[config.mk]
export PLATFORM = sky130hd
export DESIGN_NAME = ahb_lite_burst_addr_gen
export DESIGN_NICKNAME = d
export VERILOG_FILES = /design/src/rtl/ahb_lite_burst_addr_gen.sv
export SDC_FILE = /design/constraint.sdc
export NUM_CORES = 1
export LEC_CHECK = 0
export ABC_AREA = 1
export BUFFER_PORTS_ARGS = -buffer_cell sky130_fd_sc_hd__buf_4
export CORE_UTILIZATION = 51
export DETAILED_ROUTE_END_ITERATION = 10
export PLACE_DENSITY_LB_ADDON = 0.15
export REMOVE_ABC_BUFFERS = 1
export SLEW_MARGIN = 20
export SYNTH_ARGS = -nofsm -noshare
export SYNTH_HDL_FRONTEND = slang
export SYNTH_SLANG_ARGS = --single-unit
[constraint.sdc]
create_clock -name HCLK -period 3.1 [get_ports HCLK]
set_input_delay 0.155 -clock HCLK [delete_from_list [all_inputs] [get_ports HCLK]]
set_output_delay 0.155 -clock HCLK [all_outputs]
set_load 0.005 [all_outputs]
[src/rtl/ahb_lite_burst_addr_gen.sv]
// AHB-Lite master address-phase engine: one burst command at a time onto HTRANS/HADDR/control,
// with HREADY stalls, WRAP wrapping, 1KB splitting of undefined INCR, BUSY insertion and ERROR cancel.
package ahb_types_pkg;
  typedef enum logic [1:0] {TR_IDLE = 2'd0, TR_BUSY = 2'd1, TR_NONSEQ = 2'd2, TR_SEQ = 2'd3} ahb_trans_e;
  typedef enum logic [2:0] {SZ_BYTE, SZ_HALF, SZ_WORD, SZ_DWORD, SZ_4W, SZ_8W, SZ_16W, SZ_32W} ahb_size_e;
  typedef enum logic [2:0] {BU_SINGLE, BU_INCR, BU_WRAP4, BU_INCR4,
                            BU_WRAP8, BU_INCR8, BU_WRAP16, BU_INCR16} ahb_burst_e;
endpackage

module ahb_lite_burst_addr_gen
  import ahb_types_pkg::*;
#(
  parameter int ADDR_W = 32,
  parameter int DATA_W = 32,
  parameter int LEN_W  = 8
) (
  input  logic              HCLK,
  input  logic              HRESETn,
  input  logic              cmd_valid,
  output logic              cmd_ready,
  input  logic [ADDR_W-1:0] cmd_addr,
  input  logic [2:0]        cmd_size,
  input  logic [2:0]        cmd_burst,
  input  logic [LEN_W-1:0]  cmd_len,
  input  logic              cmd_write,
  input  logic              insert_busy,
  output logic              cmd_err,
  output logic [1:0]        HTRANS,
  output logic [ADDR_W-1:0] HADDR,
  output logic [2:0]        HSIZE,
  output logic [2:0]        HBURST,
  output logic              HWRITE,
  input  logic              HREADY,
  input  logic              HRESP,
  output logic              burst_done,
  output logic              burst_err
);
  localparam logic [0:0] S_IDLE   = 1'b0;
  localparam logic [0:0] S_ACTIVE = 1'b1;
  localparam int         MAX_SIZE = $clog2(DATA_W / 8);

  function automatic logic [4:0] fixed_beats(input logic [2:0] b);
    case (ahb_burst_e'(b))
      BU_WRAP4,  BU_INCR4:  return 5'd4;
      BU_WRAP8,  BU_INCR8:  return 5'd8;
      BU_WRAP16, BU_INCR16: return 5'd16;
      default:              return 5'd1;
    endcase
  endfunction

  function automatic logic [LEN_W-1:0] last_idx(input logic [2:0] b, input logic [LEN_W-1:0] len);
    if (b == BU_INCR) return len;
    return LEN_W'(fixed_beats(b) - 5'd1);
  endfunction

  logic [0:0]        state_q, state_d;
  logic [1:0]        htrans_q, htrans_d;
  logic [ADDR_W-1:0] haddr_q, haddr_d;
  logic [2:0]        hsize_q, hsize_d, hburst_q, hburst_d;
  logic              hwrite_q, hwrite_d;
  logic [LEN_W-1:0]  left_q, left_d;
  logic              dvld_q, dvld_d, dlast_q, dlast_d, cerr_q, cerr_d;

  logic              on_beat, last_on_bus, cancel, accept, legal, is_wrap, fixed_incr;
  logic [ADDR_W-1:0] inc, bmask, nxt;
  logic [12:0]       end_off;

  assign on_beat     = (htrans_q == TR_NONSEQ) || (htrans_q == TR_SEQ);
  assign last_on_bus = on_beat && (left_q == '0);
  assign cancel      = dvld_q && HRESP && !HREADY;
  // Either ERROR cycle blocks new commands so the cancel fully drains first.
  assign cmd_ready   = !(dvld_q && HRESP) && ((state_q == S_IDLE) || (last_on_bus && HREADY));
  assign accept      = cmd_valid && cmd_ready;

  assign is_wrap = (hburst_q == BU_WRAP4) || (hburst_q == BU_WRAP8) || (hburst_q == BU_WRAP16);
  assign inc     = ADDR_W'(1) << hsize_q;
  assign bmask   = (ADDR_W'(fixed_beats(hburst_q)) << hsize_q) - ADDR_W'(1);
  assign nxt     = is_wrap ? ((haddr_q & ~bmask) | ((haddr_q + inc) & bmask)) : (haddr_q + inc);

  assign fixed_incr = (cmd_burst == BU_INCR4) || (cmd_burst == BU_INCR8) || (cmd_burst == BU_INCR16);
  assign end_off    = 13'(cmd_addr[9:0]) + (13'(fixed_beats(cmd_burst)) << cmd_size);
  assign legal      = (int'(cmd_size) <= MAX_SIZE)
                   && ((cmd_addr & ((ADDR_W'(1) << cmd_size) - ADDR_W'(1))) == '0)
                   && !(fixed_incr && (end_off > 13'd1024));

  always_comb begin
    state_d  = state_q;
    htrans_d = htrans_q;
    haddr_d  = haddr_q;
    hsize_d  = hsize_q;
    hburst_d = hburst_q;
    hwrite_d = hwrite_q;
    left_d   = left_q;
    dvld_d   = dvld_q;
    dlast_d  = dlast_q;
    cerr_d   = 1'b0;
    if (HREADY) begin
      dvld_d  = on_beat;
      dlast_d = last_on_bus;
    end
    if (cancel) begin
      state_d  = S_IDLE;
      htrans_d = TR_IDLE;
      left_d   = '0;
    end else if (state_q == S_ACTIVE && HREADY) begin
      if (last_on_bus) begin
        state_d  = S_IDLE;
        htrans_d = TR_IDLE;
      end else if (on_beat) begin
        haddr_d = nxt;
        left_d  = left_q - 1'b1;
        // Undefined INCR restarts as a fresh NONSEQ at every 1KB line.
        if (hburst_q == BU_INCR && nxt[9:0] == '0) htrans_d = TR_NONSEQ;
        else                                       htrans_d = insert_busy ? TR_BUSY : TR_SEQ;
      end else begin
        htrans_d = insert_busy ? TR_BUSY : TR_SEQ;
      end
    end
    if (accept) begin
      if (legal) begin
        state_d  = S_ACTIVE;
        htrans_d = TR_NONSEQ;
        haddr_d  = cmd_addr;
        hsize_d  = cmd_size;
        hburst_d = cmd_burst;
        hwrite_d = cmd_write;
        left_d   = last_idx(cmd_burst, cmd_len);
      end else begin
        cerr_d = 1'b1;
      end
    end
  end

  always_ff @(posedge HCLK) begin
    if (!HRESETn) begin
      state_q  <= S_IDLE;
      htrans_q <= TR_IDLE;
      haddr_q  <= '0;
      hsize_q  <= '0;
      hburst_q <= BU_SINGLE;
      hwrite_q <= 1'b0;
      left_q   <= '0;
      dvld_q   <= 1'b0;
      dlast_q  <= 1'b0;
      cerr_q   <= 1'b0;
    end else begin
      state_q  <= state_d;
      htrans_q <= htrans_d;
      haddr_q  <= haddr_d;
      hsize_q  <= hsize_d;
      hburst_q <= hburst_d;
      hwrite_q <= hwrite_d;
      left_q   <= left_d;
      dvld_q   <= dvld_d;
      dlast_q  <= dlast_d;
      cerr_q   <= cerr_d;
    end
  end

  assign HTRANS     = htrans_q;
  assign HADDR      = haddr_q;
  assign HSIZE      = hsize_q;
  assign HBURST     = hburst_q;
  assign HWRITE     = hwrite_q;
  assign cmd_err    = cerr_q;
  // Done on the last data phase, or on the closing cycle of a two-cycle ERROR.
  assign burst_done = dvld_q && HREADY && (dlast_q || HRESP);
  assign burst_err  = burst_done && HRESP;
endmodule

==> summary.txt, run 1 <==
Cells and area
  – Design area: 5890 um2
  – Diodes inserted: 0
  – Area grow syn2layout: 23.4%
  – Util after Layout: 66.2%
  – Share of layout cells above drive strength 1: 18.8%
  – Nets: between 900 and 1k

Job
  – Max-cap violations: 0

Global route
  – First-pass GRT wire length: 22.5 mm
  – Gr usage total: roughly 28%
  – Number of global-route vias before repair: roughly 4.9k
  – GRT overflow: 0
  – Initial antenna violation count: 0
  – Largest net degree at the start of global routing: between 60 and 70

Pwr
  – Maximum vdd ir drop: 0.000181 V
  – Power density cells: between 200 and 300 nW/um2
  – Tot Pwr: 1.53 mW
  – Leakage power: about 2.9 nW

Worst hold path
  – Hold Path Origin: cmd_len[6]
  – Hold Path Stages: 3
  – Min-Delay Path Class: in -> reg

Clocking
  – CTS sink count: 53
  – Root Buffer: clkbuf_8
  – Clk pin slew, worst setup/hold paths: 0.11 ns
  – Clk buf depth: 2
  – TritonCTS Buffers: 5
  – H-tree depth: 2
  – Insertion delay to the later sink of the worst-skew pair: 0.32 ns
  – CTS Hold Bufs: 0
  – CTS tree: built

STA
  – Worst-margin pin slew: 0.512 ns
  – Setup WS post-layout: roughly 0.21 ns
  – Sum Neg Setup Slack: 0 ns
  – Final setup violation count: 0
  – F_max: between 300 and 400 MHz
  – Crit share post-route: a little over 90%
  – Clk_skew: around 0.01 ns
  – Minimum clock period: a little under 3 ns
  – Max Slew Vio Count: 0
  – Slew margin rel.: between 60% and 70%
  – Final hold violations: 0
  – Unrepaired setup endpoints after global routing: true

Yosys
  – Syn Inst Count: about 800
  – Primary FF master, synth: dfxtp_1
  – Post-synth design cell area: ~4800 um2
  – Synth Register Bits: 53
  – Register area share after synthesis: roughly 22%
  – Post-Syn Area per Cell: approximately 6 um2
  – Yosys warns: 0
  – Post-synth ARST share: 0%
  – Synth cell types: 44
  – EDFF count, synth: 0

Route
  – DRT Pass-1 Iters: 5
  – Number of DRC markers in iteration 0: 286
  – Total wire length: ~14 mm
  – DR vias: 5335
  – Vias per cell: ~5.3
  – ANT nets after route: 0
  – Routed len/inst: 13.5 um
  – DR DRC count: 0

Worst setup path
  – CP max FO: 6
  – Crit end category: register
  – Worst Reg-to-Reg Cells: 19
  – Reg2reg start: HSIZE[0]
  – Critical path startpoint category: register
  – Worst Setup Path Type: reg -> reg
  – Crit. Startpoint: HSIZE[0]
  – Critical Path RT: ~3.3 ns
  – Worst Path Arrival: a little over 3 ns

Place
  – Routability Congestion: about 0.94
  – DP Worst Slack: -0.0669 ns
  – Area after DPL: 5630 um2
  – # port buffers: between 90 and 100
  – HPWL Detailed: 10.8 mm

Die
  – DIE AREA: 9750 um2
  – Die H: approximately 100 um
  – Core area: approximately 8900 um2
  – Site Rows: 34
  – Initial core utilization: between 50% and 60%
  – Number of top-level pins: 98
  – Die Width: slightly below 100 um

Outcome
  – Run status: complete, no violations
[power by group]
group | total, mW | leakage [nW] | switching [mW] | internal (mW)
Combinational | 0.324 | 2.41 | 0.185 | 0.140
Sequential | 0.706 | 0.430 | 0.0144 | 0.692
Clock | 0.498 | 0.0554 | 0.254 | 0.243
[registers in the layout, summed over array words and instances (netlist names)]
| name | cells |
|---|---|
| HADDR | 32 |
| HBURST | 3 |
| HSIZE | 3 |
| HTRANS | 2 |
| HWRITE | 1 |
| cmd_err | 1 |
| dlast_q | 1 |
| dvld_q | 1 |
| left_q | 8 |
| state_q | 1 |
[cells in the final DEF, fill, tap and decap left out, types with 3 or more instances in the layout]
cell,n
a21oi_1,37
buf_4,117
clkbuf_8,5
dfxtp_1,51
ha_1,22
inv_1,102
inv_2,4
nand2_1,210
nand2_2,4
nand3_1,61
nand3_2,3
nand3b_1,8
nand4_1,11
nor2_1,107
nor2_2,11
nor2_4,5
nor3_1,12
nor3_2,3
nor4_1,6
o21ai_0,46
o21ai_1,4
o21ai_2,3
o22ai_1,4
or2_2,4
xnor2_1,12
xor2_1,24
[cells by family after synthesis]
family / synth area share (%)
compound gates: 12.3
xor+xnor: 6.61
fa+ha+maj: 6.87
buf+inv: 11.1
flops: 22.2
mux: 0.210
simple gates: 40.7
[layer usage]
layer	routed length, um	global-route usage, %	share of wire (%)
met1	6280	37.5	46
met2	6510	49.2	48
met3	641	2.70	4.7
met4	212	7.23	1.6
met5	0	0	0
[path summary, 6_finish.rpt]
check / end / slack, ns
max: HADDR[28] / 0.21
min reg2reg: dlast_q / 0.48
max reg2reg: HADDR[28] / 0.21
min: left_q[6] / 0.07
[per-stage QoR]
stage          hold slack, ns  std cells
2_1_floorplan           0.275        778
3_3_place_gp            0.381        999
3_5_place_dp            0.401        999
4_1_cts                0.0624       1010
5_1_grt                0.0826       1014
6_report               0.0686       1014
[worst max-delay path: stages, from the launching register on]
cell and delay, ns:
dfxtp_4 0.39, nor2_4 0.14, inv_2 0.06, nor2_2 0.08
ha_2 0.19, inv_2 0.04, fa_2 0.34, nand3b_1 0.21
nor2_2 0.14, nor2_2 0.07, o21ai_2 0.16, nand2_2 0.10
nor2_4 0.13, buf_6 0.10, nand4_1 0.15, nor3_2 0.18
xnor2_1 0.14, nand2_1 0.07, inv_1 0.06, nor2_1 0.04
[what timing repair did]
item,4_1_cts,5_1_grt
setup endpoints to repair,3,20
buffers inserted,3,4
gates resized for setup,2,31
pin swaps,2,11
[cell type report]
type	instances	area (um2)
clock buffers	6	72.6
clock inverters	2	38.8
fillers	879	3000
inverters	106	398
multi-input cells	619	3250
flip-flops and latches	53	1070
well taps	108	135
repair buffers	120	921
[synth_stat cells, types with 6 or more instances]
cell type,n,area [um2]
clkbuf_1,11,41.3
nand3_1,62,310
nand2_1,214,803
xor2_1,24,210
xnor2_1,12,105
inv_1,104,390
ha_1,23,288
nor3_1,14,70.1
buf_2,10,50.1
a21oi_1,37,185
nand4_1,11,68.8
nor2_1,117,439
o21ai_0,47,235
nand3b_1,8,60.1
dfxtp_1,53,1060
nor4_1,6,37.5
Power figures use the tool's default switching activity.
==> inputs of run 2 (changes only) <==
--- a/config.mk
+++ b/config.mk
@@ -5,7 +5,6 @@
 export SDC_FILE = /design/constraint.sdc
 export NUM_CORES = 1
 export LEC_CHECK = 0
-export ABC_AREA = 1
 export BUFFER_PORTS_ARGS = -buffer_cell sky130_fd_sc_hd__buf_4
 export CORE_UTILIZATION = 51
 export DETAILED_ROUTE_END_ITERATION = 10
==> summary.txt, run 2 <==
Outcome
  – Run status: complete, no violations

Cells and area
  – Max reg flops: 32
  – Area grow syn2layout: 37.0%
  – Most frequent cells in the layout: buf_4, nand2_1, nor2_1
  – Commonest non-fill, non-tap cell in the layout: buf_4
  – Fin cells: slightly below 900
  – Diodes inserted: 0
  – Util after Layout: 72.3%
  – Nets: 854
  – Share of layout cells above drive strength 1: between 30 and 40%
  – Fillers: 731

Place
  – Placed Instances: 870
  – # port buffers: 97
  – HPWL Detailed: roughly 11 mm
  – Routability Congestion: roughly 0.97

STA
  – Unrepaired setup endpoints after global routing: true
  – Clk_skew: about 0.0094 ns
  – Crit share post-route: 98.9%
  – Slew margin rel.: approximately half
  – F_max: between 300 and 400 MHz
  – Final hold violations: 0
  – Max Slew Vio Count: 0
  – Worst-margin pin slew: around 0.76 ns
  – Final setup violation count: 0
  – Minimum clock period: between 3 and 4 ns

Die
  – DIE AREA: 9460 um2
  – Initial core utilization: 52.8%
  – Die Width: 97.3 um
  – Site Rows: 34
  – Number of top-level pins: 98
  – Core area: 8760 um2
  – Die H: 97.3 um

Worst setup path
  – CP max FO: 3
  – Crit end category: register
  – Worst Path Arrival: 3.31 ns
  – Critical Path RT: 3.35 ns
  – Critical path startpoint category: register
  – Worst Setup Path Type: reg -> reg

Yosys
  – Post-synth design cell area: ~4600 um2
  – Most common cell in the netlist: nand2_1
  – Syn Inst Count: roughly 630
  – Post-Syn Area per Cell: roughly 7.3 um2
  – Synth top area share: between 20% and 30%
  – Primary FF master, synth: dfxtp_1
  – Synth Register Bits: between 50 and 60
  – EDFF count, synth: 0
  – Synth top area cells: dfxtp_1, nand2_1, ha_1, nor2_1, xnor2_1
  – Commonest cells post-synth: nand2_1, nor2_1, dfxtp_1, a21oi_1, o21ai_0
  – Largest area contributor in the netlist: dfxtp_1
  – Yosys warns: 0
  – Register area share after synthesis: a little under a quarter
  – Post-synth ARST share: 0%
  – Synth cell types: between 70 and 80

Clocking
  – Insertion delay to the later sink of the worst-skew pair: about 0.3 ns
  – TritonCTS Buffers: 5
  – Clk pin slew, worst setup/hold paths: 0.11 ns
  – H-tree depth: 2
  – CTS tree: built
  – CTS Hold Bufs: 0
  – Root Buffer: clkbuf_8
  – CTS sink count: 53
  – Clk buf depth: 2

Global route
  – Initial antenna violation count: 0
  – GRT overflow: 0
  – Gr usage total: between 30% and 40%
  – Number of global-route vias before repair: slightly above 5k
  – Largest net degree at the start of global routing: 59
  – First-pass GRT wire length: 23.7 mm

Route
  – Vias per cell: between 6 and 7
  – Number of DRC markers in iteration 0: roughly 190
  – DR vias: around 5.3k
  – DR DRC count: 0
  – DRT Pass-1 Iters: 5
  – Total wire length: ~15 mm
  – ANT nets after route: 0
  – Routed len/inst: approximately 17 um

Pwr
  – Leakage power: roughly 2.8 nW
  – Maximum vdd ir drop: between 0.0002 and 0.00025 V
  – Power density cells: 248 nW/um2

Job
  – Max-cap violations: 0

Worst hold path
  – Min-Delay Path Class: in -> reg
[run 2: layout make-up]
class,count,area [um2],area share (%)
sequential,53,1060,16.7
inverter,24,90.1,1.42
clock inverter,2,38.8,0.612
clock buffer,6,72.6,1.14
tap,108,135,2.13
timing repair buffer,176,1370,21.6
multi-input combinational,516,3570,56.3
[run 2: per-layer routing]
metal	track usage, %	wire (um)	up-vias
met5	0	0	-
met4	10.5	486	0
met3	3.74	905	40
met2	52.7	7260	203
met1	38.3	6380	2500
li1	-	-	2596
[run 2: per-stage QoR]
step	hold WS [ns]	TNS [ns]	instance area [um2]	setup slack, ns	total power [mW]
floorplan	0.285	-22.00	4470	-0.645	0.880
global placement	0.407	-9.04	5900	-0.244	1.06
detailed placement	0.417	-12.02	5900	-0.344	1.07
CTS	0.0935	-0.0847	6050	-0.0847	1.55
global route	0.0905	-0.237	6340	-0.0700	1.65
finish	0.0942	0	6340	0.0336	1.57
[run 2: final timing paths]
kind             start        end  slack [ns]  depth (start not counted)
max           HSIZE[1]  HTRANS[1]        0.03                         12
min          cmd_write     HWRITE        0.09                          3
max reg2reg   HSIZE[1]  HTRANS[1]        0.03                         12
min reg2reg     HWRITE     HWRITE        0.46                          2
[run 2: worst max-delay path: stages, from the launching register on]
cell	delay (ns)
dfxtp_1	0.34
nor3_2	0.23
ha_2	0.22
inv_1	0.05
fa_2	0.37
nor2b_4	0.16
o2111ai_4	0.16
and4_1	0.22
a31o_2	0.23
a2111oi_4	0.35
a31oi_2	0.17
a2111o_1	0.43
nand2_1	0.07
[run 2: logic make-up after synthesis]
logic type                 Yosys count  share of synthesized area [%]
and+or+nand+nor                    276                           29.4
AOI/OAI and AO/OA                  166                           25.6
buffers and inverters               63                           5.43
DFF                                 53                           22.9
xor gates and xnor gates            39                           7.38
adders and majority gates           25                           7.08
muxes                               10                           2.16
[run 2: power by group]
part           switching (mW)  total (mW)  internal [mW]  leakage, nW
clock                   0.243       0.486          0.243       0.0554
sequential             0.0134       0.706          0.692        0.428
combinational           0.193       0.384          0.191         2.28
total                   0.449        1.57           1.13         2.76
[run 2: timing repair]
action,in CTS,in global routing
resized for setup,7,48
pin swaps,1,11
buffers inserted,0,6
gates cloned,0,1
setup endpoints to repair,12,50
